**config.mk**
```make
export PLATFORM = sky130hd
export DESIGN_NAME = seg7_scan_capture
export DESIGN_NICKNAME = d
export VERILOG_FILES = /design/src/rtl/seg7_scan_capture_pkg.sv /design/src/rtl/seg7_scan_capture_decode.sv /design/src/rtl/seg7_scan_capture.sv
export SDC_FILE = /design/constraint.sdc
export NUM_CORES = 1
export LEC_CHECK = 0
export ABC_AREA = 1
export BUFFER_PORTS_ARGS = -buffer_cell sky130_fd_sc_hd__buf_2
export CORE_MARGIN = 2
export CORE_UTILIZATION = 55
export CTS_CLUSTER_SIZE = 14
export DETAILED_ROUTE_END_ITERATION = 8
export GPL_TIMING_DRIVEN = 0
export PLACE_DENSITY = 0.76
export SYNTH_ARGS = -nofsm -noshare
export SYNTH_HDL_FRONTEND = slang
export SYNTH_SLANG_ARGS = --single-unit
```
**constraint.sdc**
```tcl
create_clock -name clk_in -period 4.8 [get_ports clk_in]
set_clock_uncertainty 0.1 [all_clocks]
set_input_delay 0 -clock clk_in [delete_from_list [all_inputs] [get_ports clk_in]]
set_output_delay 0 -clock clk_in [all_outputs]
set_load 0.005 [all_outputs]
```
**src/rtl/seg7_scan_capture_pkg.sv**
```systemverilog
// Shared constants for the 7-segment scan monitor: decode table, select helpers
// and the digit-acceptance FSM encoding.
package seg7_scan_capture_pkg;

  localparam int SEG_DIGITS = 8;
  localparam logic [7:0] SEL_BLANK = 8'hFF;

  // Active-low g..a patterns for hex digits 0..F.
  localparam logic [6:0] SEG_TABLE [16] = '{
    7'h40, 7'h79, 7'h24, 7'h30, 7'h19, 7'h12, 7'h02, 7'h78,
    7'h00, 7'h10, 7'h08, 7'h03, 7'h46, 7'h21, 7'h06, 7'h0E
  };

  typedef enum logic [1:0] {
    S_WAIT   = 2'd0,
    S_STABLE = 2'd1,
    S_HOLD   = 2'd2
  } state_t;

  function automatic logic sel_legal(input logic [7:0] sel);
    return (sel != SEL_BLANK) && ($countones(~sel) == 1);
  endfunction

  function automatic logic [2:0] sel_index(input logic [7:0] sel);
    logic [2:0] idx;
    idx = 3'd0;
    for (int i = 0; i < SEG_DIGITS; i++) begin
      if (!sel[i]) idx = 3'(i);
    end
    return idx;
  endfunction

endpackage

```
**src/rtl/seg7_scan_capture_decode.sv**
```systemverilog
// Combinational segment-to-nibble decoder; valid is low for patterns outside the table.
module seg7_decode
  import seg7_scan_capture_pkg::*;
(
  input  logic [6:0] seg,
  output logic       valid,
  output logic [3:0] nibble
);

  always_comb begin
    valid  = 1'b0;
    nibble = 4'd0;
    for (int i = 0; i < 16; i++) begin
      if (seg == SEG_TABLE[i]) begin
        valid  = 1'b1;
        nibble = 4'(i);
      end
    end
  end

endmodule

```
**src/rtl/seg7_scan_capture.sv**
```systemverilog
// Monitors a multiplexed 7-segment bus, accepts stable digits, and publishes
// each complete eight-digit frame as a 32-bit word with decimal-point flags.
module seg7_scan_capture
  import seg7_scan_capture_pkg::*;
#(
  parameter int STABLE_CYC  = 4,
  parameter int TIMEOUT_CYC = 1000000
) (
  input  logic        clk_in,
  input  logic        rst_n,
  input  logic [7:0]  seg_in,
  input  logic [7:0]  sel_in,
  output logic [31:0] data_out,
  output logic [7:0]  dp_out,
  output logic        frame_valid,
  output logic        frame_err,
  output logic        changed,
  output logic        timeout
);

  localparam int TW = $clog2(TIMEOUT_CYC + 1);

  logic [7:0]    seg_q, sel_q, seg_p, sel_p;
  state_t        state, state_next;
  logic [7:0]    stable_cnt, stable_next;
  logic          accept;
  logic [2:0]    acc_idx;
  logic [TW-1:0] tcnt, tcnt_next;
  logic [7:0]    seen;
  logic          err;
  logic [31:0]   slot_data;
  logic [7:0]    slot_dp;
  logic          dec_valid;
  logic [3:0]    dec_nibble;
  logic          frame_done;
  logic          tick;
  logic          hit;

  seg7_decode u_decode (
    .seg    (seg_q[6:0]),
    .valid  (dec_valid),
    .nibble (dec_nibble)
  );

  // Registered copy plus one-cycle-older copy for the stability comparison.
  always_ff @(posedge clk_in or negedge rst_n) begin
    if (!rst_n) begin
      seg_q <= SEL_BLANK;
      sel_q <= SEL_BLANK;
      seg_p <= SEL_BLANK;
      sel_p <= SEL_BLANK;
    end else begin
      seg_q <= seg_in;
      sel_q <= sel_in;
      seg_p <= seg_q;
      sel_p <= sel_q;
    end
  end

  always_ff @(posedge clk_in or negedge rst_n) begin
    if (!rst_n) begin
      state      <= S_WAIT;
      stable_cnt <= 8'd0;
    end else begin
      state      <= state_next;
      stable_cnt <= stable_next;
    end
  end

  always_comb begin
    state_next  = state;
    stable_next = stable_cnt;
    accept      = 1'b0;
    case (state)
      S_WAIT: begin
        if (sel_legal(sel_q)) begin
          state_next  = S_STABLE;
          stable_next = 8'd1;
        end
      end
      S_STABLE: begin
        if ((seg_q != seg_p) || (sel_q != sel_p) || !sel_legal(sel_q)) begin
          state_next  = S_WAIT;
          stable_next = 8'd0;
        end else begin
          stable_next = stable_cnt + 8'd1;
          if (stable_next == 8'(STABLE_CYC)) begin
            accept     = 1'b1;
            state_next = S_HOLD;
          end
        end
      end
      S_HOLD: begin
        // Parked until the scan moves on, so one slot is taken once per pass.
        if (sel_q != sel_p) begin
          state_next  = S_WAIT;
          stable_next = 8'd0;
        end
      end
      default: begin
        state_next  = S_WAIT;
        stable_next = 8'd0;
      end
    endcase
  end

  assign acc_idx    = sel_index(sel_q);
  assign frame_done = (seen == 8'hFF);
  assign tick       = (seen != 8'd0) && !accept && !frame_done;
  assign hit        = tick && (tcnt == TW'(TIMEOUT_CYC - 1));
  assign tcnt_next  = (!tick || hit) ? '0 : tcnt + 1'b1;

  always_ff @(posedge clk_in or negedge rst_n) begin
    if (!rst_n) begin
      seen      <= 8'd0;
      err       <= 1'b0;
      tcnt      <= '0;
      slot_data <= 32'd0;
      slot_dp   <= 8'd0;
    end else begin
      tcnt <= tcnt_next;
      if (accept) begin
        slot_data[{acc_idx, 2'b00} +: 4] <= dec_nibble;
        slot_dp[acc_idx]                 <= ~seg_q[7];
      end
      // An accept in the same cycle as a discard still lands in the fresh mask.
      seen <= ((frame_done || hit) ? 8'd0 : seen)
              | (accept ? (8'd1 << acc_idx) : 8'd0);
      err  <= ((frame_done || hit) ? 1'b0 : err) | (accept && !dec_valid);
    end
  end

  always_ff @(posedge clk_in or negedge rst_n) begin
    if (!rst_n) begin
      data_out    <= 32'd0;
      dp_out      <= 8'd0;
      frame_valid <= 1'b0;
      frame_err   <= 1'b0;
      changed     <= 1'b0;
      timeout     <= 1'b0;
    end else begin
      frame_valid <= frame_done;
      changed     <= frame_done && (slot_data != data_out);
      if (frame_done) begin
        data_out  <= slot_data;
        dp_out    <= slot_dp;
        frame_err <= err;
        timeout   <= 1'b0;
      end else if (hit) begin
        timeout   <= 1'b1;
      end
    end
  end

endmodule

```
[Word level (Yosys, flattened, before mapping)]
Cells that the tools add are included.
Operators by class
  equal/unequal tests: 28
  $lt $le $gt $ge: 2
  add/subtract/negate cells: 10
  div/mod/pow operators: 0
  mux-type cells: 60
  bitwise operators: 4
  multiply operators: 0
  shift-type cells: 3
  reductions and logical operators: 22
Operators with widths (count)
  $mux 8: 5
  $bwmux 32: 1
  $mux 4: 8
  $ne 32x32->1: 1
  $shift 4x7->32 const A: 1
  $shiftx 4x7->32: 1
  $mux 3: 10
  $eq 7x7->1 const B: 4
  $mux 1: 25
  $pmux 8 s3: 1
  $eq 7x5->1 const B: 3
  $eq 7x6->1 const B: 3
  $add 20x1->20 const B: 1
  $eq 20x20->1 const B: 1
  $mux 20: 1
  $ne 8x8->1: 2
  $eq 7x2->1 const B: 2
  $eq 7x4->1 const B: 2
  $mux 2: 6
  $add 1x1->2: 4
  $add 8x1->8 const B: 1
  $bwmux 8: 1
  $eq 8x3->1 const B: 1
  $eq 8x8->1 const B: 1
  other kinds (28): 43
Word-level totals
  memories: 0
  input bits: 18
  output and inout bits: 44
  register bits after elaboration: 155
  word-level logic and storage cells: 146
  latch bits: 0
  bits in read-only memories: 0
  bits in writable memories: 0

[Logic depth before layout (Yosys ltp)]
Gate-level depths: netlist (run 1).
  depth in word-level cells: 20
  mapped depth: 20
  mapped depth without buffers: 20

[By module]
Synthesis (run 1) repeated with hierarchy kept, for this count alone.
Second synthesis, totals
  cells, all modules: 972
  area, all modules: 7877.6 um2
By module, submodules not included
  seg7_scan_capture: area each 7562.3 um2, seq. area each 3918.8 um2, cells an instance 908, instances 1
  seg7_decode: area each 315.3 um2, seq. area each 0.0 um2, cells an instance 64, instances 1

[Least setup slack after synthesis (run 1)]
No wires, ideal clock.
  path type: reg-to-reg
  start point: register sel_q[1]
  end point: register slot_data[8]
  data arrival time: 3676 ps
  clock period less this slack: 3893 ps
  library setup time: 117 ps
  cell stages (with the launch flop): 19
  required time: 4583 ps
  setup slack: 907 ps
  path buffers: 0
  cells stage by stage: dfstp_2 -> fa_1 -> inv_1 -> fa_1 -> fa_1 -> ha_1 -> inv_1 -> fa_1 -> nand2_1 -> nor2_1 -> nand2_1 -> nor2_4 -> nand3_2 -> nor2_4 -> nand2_4 -> nor2_4 -> nand2_2 -> nand2_1 -> nand2_1
On the way
  cells in the longest elaborated chain, start to end: 10
  elaborated cells between the ends (all ways): 24
  those cells by class: add/sub (4); eq/ne (3); shift (2); mux (10); bitwise (1); reduce/logical (4)
RTL lines
  start: declaration: RTL line seg7_scan_capture.sv:23  | logic [7:0] seg_q, sel_q, seg_p, sel_p;
  start signal: assignment: RTL line seg7_scan_capture.sv:54  | sel_q <= sel_in;
  $mux 1 / $not 8->8 (equally long branches): RTL line seg7_scan_capture_pkg.sv:28, seg7_scan_capture_pkg.sv:21
  $mux 3 / $add 1x1->2 (equally long branches): RTL line seg7_scan_capture_pkg.sv:28, seg7_scan_capture_pkg.sv:21
  $mux 3 / $add 2x2->3 (equally long branches): RTL line seg7_scan_capture_pkg.sv:28, seg7_scan_capture_pkg.sv:21
  $mux 3 / $add 3x3->4 (equally long branches): RTL line seg7_scan_capture_pkg.sv:28, seg7_scan_capture_pkg.sv:21
  $mux 3 / $eq 4x1->1 (equally long branches): RTL line seg7_scan_capture_pkg.sv:28, seg7_scan_capture_pkg.sv:21
  $mux 3 / $logic_and 1x1->1 (equally long branches): RTL line seg7_scan_capture_pkg.sv:28, seg7_scan_capture_pkg.sv:21
  $mux 3 / $logic_not 1->1 (equally long branches): RTL line seg7_scan_capture_pkg.sv:28, seg7_scan_capture.sv:82
  $neg 5->7 / $logic_or 1x1->1 (equally long branches): RTL line seg7_scan_capture.sv:123, seg7_scan_capture.sv:82
  $shiftx 4x7->32 (tied with other cells): RTL line seg7_scan_capture.sv:123  | slot_data[{acc_idx, 2'b00} +: 4] <= dec_nibble;
  $bwmux 32 / $mux 1 (equally long branches): RTL line seg7_scan_capture.sv:123, seg7_scan_capture.sv:74
  end signal: indexed assignment: RTL line seg7_scan_capture.sv:123
  end: declaration: RTL line seg7_scan_capture.sv:31  | logic [31:0] slot_data;
Several ways; a longest one is shown, not always the timed one.
A chain may end at the register's enable or synchronous reset.

[Worst setup path in the final report (run 1)]
  start point: register sel_q[3]
  end point: register slot_data[5]
On the way
  cells in the longest elaborated chain, start to end: 10
  elaborated cells between the ends (all ways): 22
  those cells by class: add/sub (4); eq/ne (3); shift (2); mux (8); bitwise (1); reduce/logical (4)
RTL lines
  $not 8->8: RTL line seg7_scan_capture_pkg.sv:21  | return (sel != SEL_BLANK) && ($countones(~sel) == 1);
  $add 1x1->2 (not written as such): RTL line seg7_scan_capture_pkg.sv:21
  $add 2x2->3 (not written as such): RTL line seg7_scan_capture_pkg.sv:21
  $add 3x3->4 (not written as such): RTL line seg7_scan_capture_pkg.sv:21
  $eq 4x1->1: RTL line seg7_scan_capture_pkg.sv:21
  $logic_and 1x1->1: RTL line seg7_scan_capture_pkg.sv:21
  $logic_not 1->1: RTL line seg7_scan_capture.sv:82  | if ((seg_q != seg_p) || (sel_q != sel_p) || !sel_legal(sel_q)) begin
  $logic_or 1x1->1: RTL line seg7_scan_capture.sv:82
  $mux 1: RTL line seg7_scan_capture.sv:82
  $mux 1: RTL line seg7_scan_capture.sv:74  | case (state)
Several ways; a longest one is shown, not always the timed one.

==> results.cfg, run 1 <==
[finish]
syn2layout_area_growth_pct = 17.0
postLayoutCoreUtil = 0.661
layout-drive-gt1-share = 0.148
fin_cells = 1279
finalNetCount = 1120
n_antenna_cell = 0

[worst_setup_path]
path_class = reg -> reg
crit_path_end_kind = flip-flop
cp-start-kind = flip-flop
r2r_start = sel_q[3]$_DFF_PN1_
critical_path_required_ns = 5.02
crit_path_max_fanout = 10
rr_worst_depth = 18
reg2reg_to = slot_data[5]$_DFFE_PN0P_
crit_start = sel_q[3]$_DFF_PN1_
cp.arrival_ns = 4.52
ff2ff_setup_slack_ns = 0.50

[synthesis]
netlist_instances = 988
ys.flop_type = dfrtp_1
postSynth.asyncResetShare = 1.00
yosysSeqAreaShare = 0.498
ys_warn_count = 0
synth_edf_count = 0
synth_seq_cells = 155
synth.avg_cell_area_sq_um = 7.96
synth_fp_nets = 1022
synth_area_sq_mm = 0.00787
ys_types = 38

[route]
drt-total-wl_um = 16800
drc = 0
via_per_inst = 5.05
drtIter0Drc = 404
num_vias = 6464
drt_pre_antenna_iters = 5
ant_nets = 0
routedWlPerCell_um = 13.2

[sta]
hold_viol_final = 2
fmax_ghz = 0.232
worstMarginPinSlew_ns = 0.502
slew_violations = 0
slew_headroom = 0.664
period_share = 0.896
setup_viol = 0
worst_hold_slack_ns = -0.000718
rsz0062_at_grt = false
setup_tns_ns = 0
period_needed_ns = 4.30

[die]
ioPinCount = 62
die_w_um = 124
die_area_sq_mm = 0.0153
core_sq_mm = 0.0139
start_util = 0.564
rows = 43
die_y_um = 124

[power_and_ir_drop]
power_w = 0.00297
p_leak_nw = 4.86
switching_power_w = 0.000727
power_frac_comb = 0.079
peakVddDrop_uv = 203
swShare = 0.244
p_int_w = 0.00225
p_seq_frac = 0.459
power_per_cell_area_mw_per_mm2 = 323
pwr-share-clk = 0.463

[cts]
clockBufferDepth = 2
cts.sinks = 155
htree_levels = 4
cts_tree = built
clk_latency_ns = 0.43
root_buffer = clkbuf_16
numCtsBuffers = 17
clkTransAtPathRegs_ns = 0.07

[placed_design]
io_buffers = 61
dp_hpwl_um = 11900
gp_congestion = 0.888
placed_cells = 1230

[global_route]
gr-usage-met3 = 0.0440
busiest_layer = met2
met2_usage = 0.379
gr-usage-all-layers = 0.243
grt_pass1_wl_um = 28600
grt_overflow_total = 0
grt_pass1_vias = 6108
antenna_found_initial = 0
grt_max_degree = 100
grt_use_met1 = 0.333

[run_status]
violations = negative hold slack
run_status = finished, violations left

[hold_path]
hold_class = in -> async

[flow_run]
drv_cap = 0
[power groups by stage]
stage | combinational, W | sequential, W | clock, W
detailed placement | 0.000222 | 0.00139 | 0
CTS | 0.000234 | 0.00136 | 0.00139
global placement | 0.000214 | 0.00139 | 0
global route | 0.000267 | 0.00137 | 0.00145
floorplan | 0.000146 | 0.00138 | 0
finish | 0.000235 | 0.00136 | 0.00138
[worst max path at each step]
stage                                          end  slack, ns  cells after the start
after global routing      slot_data[5]$_DFFE_PN0P_       0.29                     18
after detailed placement  slot_data[5]$_DFFE_PN0P_       0.53                     18
after global placement    slot_data[9]$_DFFE_PN0P_       0.57                     18
after floorplan           slot_data[8]$_DFFE_PN0P_       0.91                     18
final                     slot_data[5]$_DFFE_PN0P_       0.50                     18
after CTS                 slot_data[5]$_DFFE_PN0P_       0.50                     18
[logic make-up after synthesis]
group | after synthesis | synth area share
AO/OA/AOI/OAI | 40 | 0.0272
XOR/XNOR | 42 | 0.0468
adder cells (fa/ha/maj) | 16 | 0.0293
buffers and inverters | 135 | 0.0668
flip-flops | 155 | 0.498
AND/OR/NAND/NOR | 600 | 0.332
[critical path, cell delays in order, from the launching register on]
cell,delay (ns)
dfstp_2,0.58
fa_1,0.42
inv_1,0.08
fa_1,0.42
fa_1,0.50
ha_1,0.17
inv_1,0.06
fa_1,0.48
nand2_1,0.05
nor2_1,0.10
nand2_1,0.09
nor2_4,0.14
nand3_2,0.11
nor2_4,0.21
nand2_4,0.17
nor2_4,0.21
nand2_2,0.12
nand2_1,0.10
nand2_1,0.06
[sequential cells by signal (all words and copies together) (netlist names), 8 cells and up]
name,flops
data_out,32
slot_data,32
tcnt,20
dp_out,8
seen,8
seg_p,8
seg_q,8
sel_p,8
sel_q,8
slot_dp,8
stable_cnt,8
[cells in the mapped netlist (2+ instances only)]
cell type	n	share of area
nor3_2	3	0.0038
clkinv_1	3	0.0014
nand2_2	3	0.0024
ha_1	12	0.019
nand3_2	3	0.0038
nand3_1	65	0.041
nand4_1	26	0.021
inv_2	7	0.0033
buf_4	2	0.0019
nor2_1	106	0.051
and2_1	2	0.0016
buf_2	3	0.0019
xor2_1	11	0.012
dfrtp_1	123	0.39
dfstp_2	32	0.11
nor4_1	6	0.0048
xnor2_1	31	0.035
clkbuf_1	6	0.0029
nor2_2	2	0.0016
fa_1	4	0.010
buf_1	3	0.0014
nand2_4	2	0.0029
nor3_1	24	0.015
o2111ai_1	2	0.0022
a21oi_1	9	0.0057
o21ai_0	27	0.017
nand2_1	343	0.16
inv_1	110	0.052
nor2_4	6	0.0086
or2_2	4	0.0032
[cell usage in the layout, fill, tap and decap left out, types with 3 or more instances in the layout]
cell,Yosys,layout
inv_6,0,4
dfrtp_1,123,123
xnor2_1,31,31
bufinv_16,0,3
clkbuf_16,0,17
clkinv_1,3,4
nor3_1,24,24
xor2_1,11,11
inv_2,7,7
nand2_1,343,343
nand2_2,3,3
nand3_1,65,65
dlygate4sd3_1,0,17
ha_1,12,12
buf_1,3,3
a21oi_1,9,9
nor3_2,3,3
or2_2,4,4
inv_1,110,110
buf_2,3,63
dfstp_2,32,32
nor4_1,6,6
nor2_1,106,106
clkbuf_1,6,7
nor2_4,6,6
nand3_2,3,3
nand4_1,26,26
o21ai_0,27,27
fa_1,4,4
[through the flow]
stage	instance area [sq um]	setup slack, ns
after floorplan	7870	0.907
after global placement	8400	0.566
after detailed placement	8430	0.526
after CTS	9210	0.497
after global routing	9210	0.291
final	9210	0.498
[per-layer routing]
layer	vias up	wire length (um)	share of wire
li1	3273	-	-
met1	3010	7980	0.47
met2	141	7750	0.46
met3	40	657	0.039
met4	0	454	0.027
met5	-	0	0
[layout make-up]
class / count / area [sq um]
buffer: 15 / 75.1
clock buffer: 19 / 443
clock inverter: 13 / 163
fill: 1153 / 4730
inverter: 120 / 450
multi-input combinational: 698 / 3420
sequential: 155 / 3920
tap: 180 / 225
timing repair buffer: 79 / 509
[timing repair]
item,CTS,global route
hold buffers,17,0
gates resized for setup,0,0
endpoints found under the hold margin,169,0
buffers inserted,0,0
Power figures use the tool's default switching activity.
==> run 2, diff against run 1 <==
Settings changed: PLACE_DENSITY 0.76 to 0.84.
==> results.cfg, run 2 (synthesis gave the netlist of run 1 again) <==
[run_status]
run_status = completed

[finish]
finalNetCount = 1120
n_antenna_cell = 0
postLayoutCoreUtil = 0.655
final_cell_mix = 343 x nand2_1, 123 x dfrtp_1, 110 x inv_1, 106 x nor2_1, 65 x nand3_1
top_regs = data_out (32), slot_data (32), tcnt (20)
layout_commonest_cell = nand2_1
fin_cells = 1278
syn2layout_area_growth_pct = 16.1
layout-drive-gt1-share = 0.147
fillers = 1163

[route]
via_per_inst = 5.16
drtIter0Drc = 402
drc = 0
routedWlPerCell_um = 13.7
drt_pre_antenna_iters = 5
drt-total-wl_um = 17500
num_vias = 6589
ant_nets = 0

[worst_setup_path]
cp.arrival_ns = 4.53
path_delay_family = adder cells
cpMaxStageDelayCell = dfstp_2
slowest_delay_ns = 0.60
crit_path_max_fanout = 10
path_class = reg -> reg
cp-start-kind = flip-flop
crit_path_end_kind = flip-flop
crit_chain = fa_1 > inv_1 > fa_1 > fa_1 > ha_1 > inv_1 > fa_1 > nand2_1 > nor2_1 > nand2_1 > nor2_4 > nand3_2 > nor2_4 > nand2_4 > nor2_4 > nand2_2 > nand2_1 > nand2_1
critical_path_required_ns = 5.02
cp.buffers_inverters = 2

[cts]
htree_levels = 4
root_buffer = clkbuf_16
cts.sinks = 155
clk_latency_ns = 0.43
ctsResizeCount = 0
clockBufferDepth = 2
clkTransAtPathRegs_ns = 0.06
cts_tree = built
numCtsBuffers = 17
post_cts_buffers = 0

[power_and_ir_drop]
p_leak_nw = 4.82
power_per_cell_area_mw_per_mm2 = 307
power_w = 0.00281
peakVddDrop_uv = 222

[sta]
period_share = 0.899
hold_viol_final = 0
rsz0062_at_grt = false
setup_tns_ns = 0
setup_ws_ns = 0.484
slew_violations = 0
period_needed_ns = 4.32
worstMarginPinSlew_ns = 0.620
fmax_ghz = 0.232
setup_viol = 0
slew_headroom = 0.587

[die]
die_w_um = 124
ioPinCount = 62
die_area_sq_mm = 0.0153
start_util = 0.564
die_y_um = 124
rows = 43
core_sq_mm = 0.0139

[global_route]
antenna_found_initial = 0
gr-usage-met3 = 0.0453
grt_use_met1 = 0.318
grt_overflow_total = 0
grt_max_degree = 89
gr-usage-all-layers = 0.247
busiest_layer = met2
grt_pass1_vias = 6298
met2_usage = 0.414
grt_pass1_wl_um = 29300

[flow_run]
drv_cap = 0

[placed_design]
placed_cells = 1230
io_buffers = 61
gp_congestion = 0.945
pre_cts_slack_ns = 0.520
dp_hpwl_um = 12600

[hold_path]
hold_class = in -> async
[run 2: final cells by class]
class                           instances  area, sq um  share of cell area
Sequential cell                       155         3920               0.429
Multi-Input combinational cell        698         3420               0.375
Timing Repair Buffer                   79          509              0.0558
Clock buffer                           22          464              0.0508
Inverter                              120          450              0.0493
Tap cell                              180          225              0.0247
Buffer                                 15         75.1             0.00822
Clock inverter                          9         67.6             0.00740
[run 2: timing repair]
item	in CTS	in global routing
hold endpoints to repair	83	0
hold buffers	17	0
endpoints found under the setup margin	0	0
[run 2: final timing paths]
| kind | startpoint | to | slack, ns | cells after the start |
|---|---|---|---|---|
| max | sel_q[1]$_DFF_PN1_ | slot_data[4]$_DFFE_PN0P_ | 0.48 | 18 |
| min | rst_n | dp_out[5]$_DFFE_PN0P_ | 0.04 | 2 |
| max reg2reg | sel_q[1]$_DFF_PN1_ | slot_data[4]$_DFFE_PN0P_ | 0.48 | 18 |
| min reg2reg | seg_q[6]$_DFF_PN1_ | seg_p[6]$_DFF_PN1_ | 0.26 | 0 |
| max in group asynchronous | rst_n | data_out[28]$_DFFE_PN0P_ | 3.71 | 3 |
| min in group clk_in | seg_in[1] | seg_q[1]$_DFF_PN1_ | 0.11 | 2 |
[run 2: layer usage]
| layer | routed length (um) | vias to the layer above |
|---|---|---|
| met2 | 8580 | 185 |
| met3 | 822 | 32 |
| met4 | 387 | 0 |
| met1 | 7670 | 3081 |
| li1 | - | 3291 |
| met5 | 0 | - |
[run 2: stage by stage]
step	hold WS [ns]	instance area, sq um
global route	0.102	9130
floorplan	-0.396	7870
detailed placement	-0.0569	8430
global placement	0.00461	8400
CTS	0.0627	9130
finish	0.0447	9130
[run 2: worst reg2reg max path, stage by stage (launching register included)]
cell	delay, ns
dfstp_2	0.60
fa_1	0.43
inv_1	0.08
fa_1	0.42
fa_1	0.51
ha_1	0.18
inv_1	0.06
fa_1	0.48
nand2_1	0.05
nor2_1	0.09
nand2_1	0.09
nor2_4	0.14
nand3_2	0.11
nor2_4	0.22
nand2_4	0.19
nor2_4	0.21
nand2_2	0.11
nand2_1	0.08
nand2_1	0.05
[run 2: where the power goes]
group / switching (W) / internal, W / total, W / leakage [nW]
combinational: 0.000162 / 0.0000744 / 0.000236 / 2.51
clock: 0.000522 / 0.000686 / 0.00121 / 0.253
sequential: 0.0000231 / 0.00134 / 0.00136 / 2.05
==> run 3, diff against run 2 <==
Settings changed: ABC_AREA 1 to not set.
==> results.cfg, run 3 <==
[synthesis]
yosysSeqAreaShare = 0.543
yosys.area.top_type_share = 0.427
yosys.area.top_type = dfrtp_1
synth_commonest_cells = 134 x nand2_1, 123 x dfrtp_1, 50 x xnor2_1, 37 x nor2_1, 32 x dfstp_2
ys_warn_count = 0
synthTopCellsByArea = dfrtp_1 43%, dfstp_2 12%, nand2_1 7.0%, xnor2_1 6.1%, mux2_2 4.5%
synth_edf_count = 0
synth_fp_nets = 713
synth.most_common_cell = nand2_1
postSynth.asyncResetShare = 1.00
synth_area_sq_mm = 0.00721
synth_seq_cells = 155
netlist_instances = 679
synth.avg_cell_area_sq_um = 10.6
ys_types = 56
ys.flop_type = dfrtp_1

[placed_design]
placed_area_sq_mm = 0.00776
io_buffers = 61
pre_cts_slack_ns = -0.239
gp_congestion = 0.864
dp_hpwl_um = 11000
placed_cells = 913

[route]
drt_pre_antenna_iters = 5
num_vias = 5509
drtIter0Drc = 417
routedWlPerCell_um = 16.4
drc = 0
drt-total-wl_um = 16000
via_per_inst = 5.64
ant_nets = 0

[power_and_ir_drop]
pwr-share-clk = 0.462
power_frac_comb = 0.071
p_int_w = 0.00226
switching_power_w = 0.000658
swShare = 0.225
p_seq_frac = 0.467
peakVddDrop_uv = 227
power_per_cell_area_mw_per_mm2 = 333
p_leak_nw = 4.19

[finish]
layout_commonest_cell = nand2_1
fin_cells = 976
n_antenna_cell = 0
final_cell_mix = 134 x nand2_1, 123 x dfrtp_1, 64 x buf_2, 50 x xnor2_1, 37 x nor2_1
finalNetCount = 825
syn2layout_area_growth_pct = 21.5
post-route-cell-area_sq_mm = 0.00876
fillers = 873
postLayoutCoreUtil = 0.689
top_regs = data_out (32), slot_data (32), tcnt (20)
layout-drive-gt1-share = 0.246

[die]
ioPinCount = 62
die_area_sq_mm = 0.0140
die_y_um = 119
die_w_um = 119
rows = 41
start_util = 0.567
core_sq_mm = 0.0127

[sta]
rsz0062_at_grt = true
slew_violations = 0
period_share = 1.02
setup_viol = 12
worst_hold_slack_ns = 0.0501
hold_viol_final = 0
fmax_ghz = 0.204
worstMarginPinSlew_ns = 1.28
slew_headroom = 0.138
setup_ws_ns = -0.112
period_needed_ns = 4.91

[worst_setup_path]
ff2ff_setup_slack_ns = -0.11
crit_start = sel_q[1]$_DFF_PN1_
critical_path_required_ns = 5.02
crit_path_max_fanout = 4
path_class = reg -> reg
crit_path_end_kind = flip-flop
r2r_start = sel_q[1]$_DFF_PN1_
cp-start-kind = flip-flop
cp.arrival_ns = 5.13

[run_status]
run_status = finished, violations left
violations = negative setup slack

[cts]
htree_levels = 4
clockBufferDepth = 2
numCtsBuffers = 17
clk_latency_ns = 0.44
cts.sinks = 155
cts_tree = built
root_buffer = clkbuf_16
clkTransAtPathRegs_ns = 0.06

[global_route]
grt_overflow_total = 0
grt_max_degree = 82
grt_pass1_wl_um = 26100
gr-usage-all-layers = 0.235
grt_pass1_vias = 5420
antenna_found_initial = 0

[flow_run]
drv_cap = 0

[hold_path]
hold_class = in -> async
-- run 3: cell count changes in the layout (fill, tap and decap cells not counted), moves of 8 or more --
cell,change
nand2_1,-209
nor2_1,-69
inv_1,-87
nor3_1,-17
clkbuf_1,+11
mux2_2,+29
nand3_1,-47
xor2_1,+9
nand2b_1,+8
mux2i_1,+10
xnor2_1,+19
buf_4,+12
-- run 3: worst max-delay path, stage by stage (launching register included) --
cell and delay, ns:
dfstp_2 0.56, fa_1 0.43, inv_2 0.08, fa_1 0.45, fa_1 0.56, ha_2 0.19, inv_2 0.04, fa_2 0.51
nand2_1 0.04, a311o_1 0.28, a221o_1 0.36, or3_4 0.39, or4_4 0.49, mux2_4 0.32
-- run 3: worst paths after layout --
path,end,depth (start not counted)
max,slot_data[1]$_DFFE_PN0P_,13
min,stable_cnt[6]$_DFFE_PN0P_,2
max reg2reg,slot_data[1]$_DFFE_PN0P_,13
min reg2reg,seg_p[7]$_DFF_PN1_,0
max in group asynchronous,frame_valid$_DFF_PN0_,3
min in group clk_in,sel_q[6]$_DFF_PN1_,2
-- run 3: cell type report --
class,instances,area (sq um),share of cell area
clock inverters,6,86.3,0.00985
well taps,172,215,0.0246
plain buffers,25,121,0.0139
repair buffers,94,626,0.0714
inverters,27,101,0.0116
flip-flops and latches,155,3920,0.447
multi-input cells,471,3180,0.363
clock buffers,26,510,0.0583
-- run 3: power groups by stage --
stage | combinational, W | sequential (W) | clock, W
after floorplan | 0.000110 | 0.00138 | 0
after CTS | 0.000201 | 0.00136 | 0.00136
final | 0.000209 | 0.00136 | 0.00135
after global routing | 0.000235 | 0.00136 | 0.00142
after detailed placement | 0.000176 | 0.00139 | 0
after global placement | 0.000159 | 0.00138 | 0
-- run 3: logic make-up (layout without fill, tap and decap cells) --
group                      count (synthesis)  in the layout  synth area share
muxes                                     43             43            0.0675
AOI/OAI and AO/OA                         57             57            0.0524
and+or+nand+nor                          284            284             0.189
buffers and inverters                     53            178            0.0283
DFF                                      155            155             0.543
xor gates and xnor gates                  71             71            0.0873
adders and majority gates                 16             16            0.0319
-- run 3: what timing repair did --
action                                  4_1_cts  5_1_grt
endpoints found under the setup margin       63       63
pin swaps                                     3        7
buffers inserted                              6        9
hold buffers                                 17        0
hold endpoints to repair                     90        0
resized for setup                             6       38
-- run 3: metal layers --
| metal | vias to the layer above | GRT usage | wire length [um] |
|---|---|---|---|
| met5 | - | 0 | 0 |
| met4 | 0 | 0.109 | 504 |
| met3 | 43 | 0.0541 | 728 |
| met2 | 173 | 0.387 | 8180 |
| met1 | 2747 | 0.294 | 6600 |
| li1 | 2546 | - | - |
-- run 3: stage by stage --
stage | setup TNS, ns | total power [W]
6_report | -0.702 | 0.00292
5_1_grt | -5.56 | 0.00301
4_1_cts | -0.847 | 0.00292
3_5_place_dp | -10.42 | 0.00156
3_3_place_gp | -5.74 | 0.00154
2_1_floorplan | 0 | 0.00149
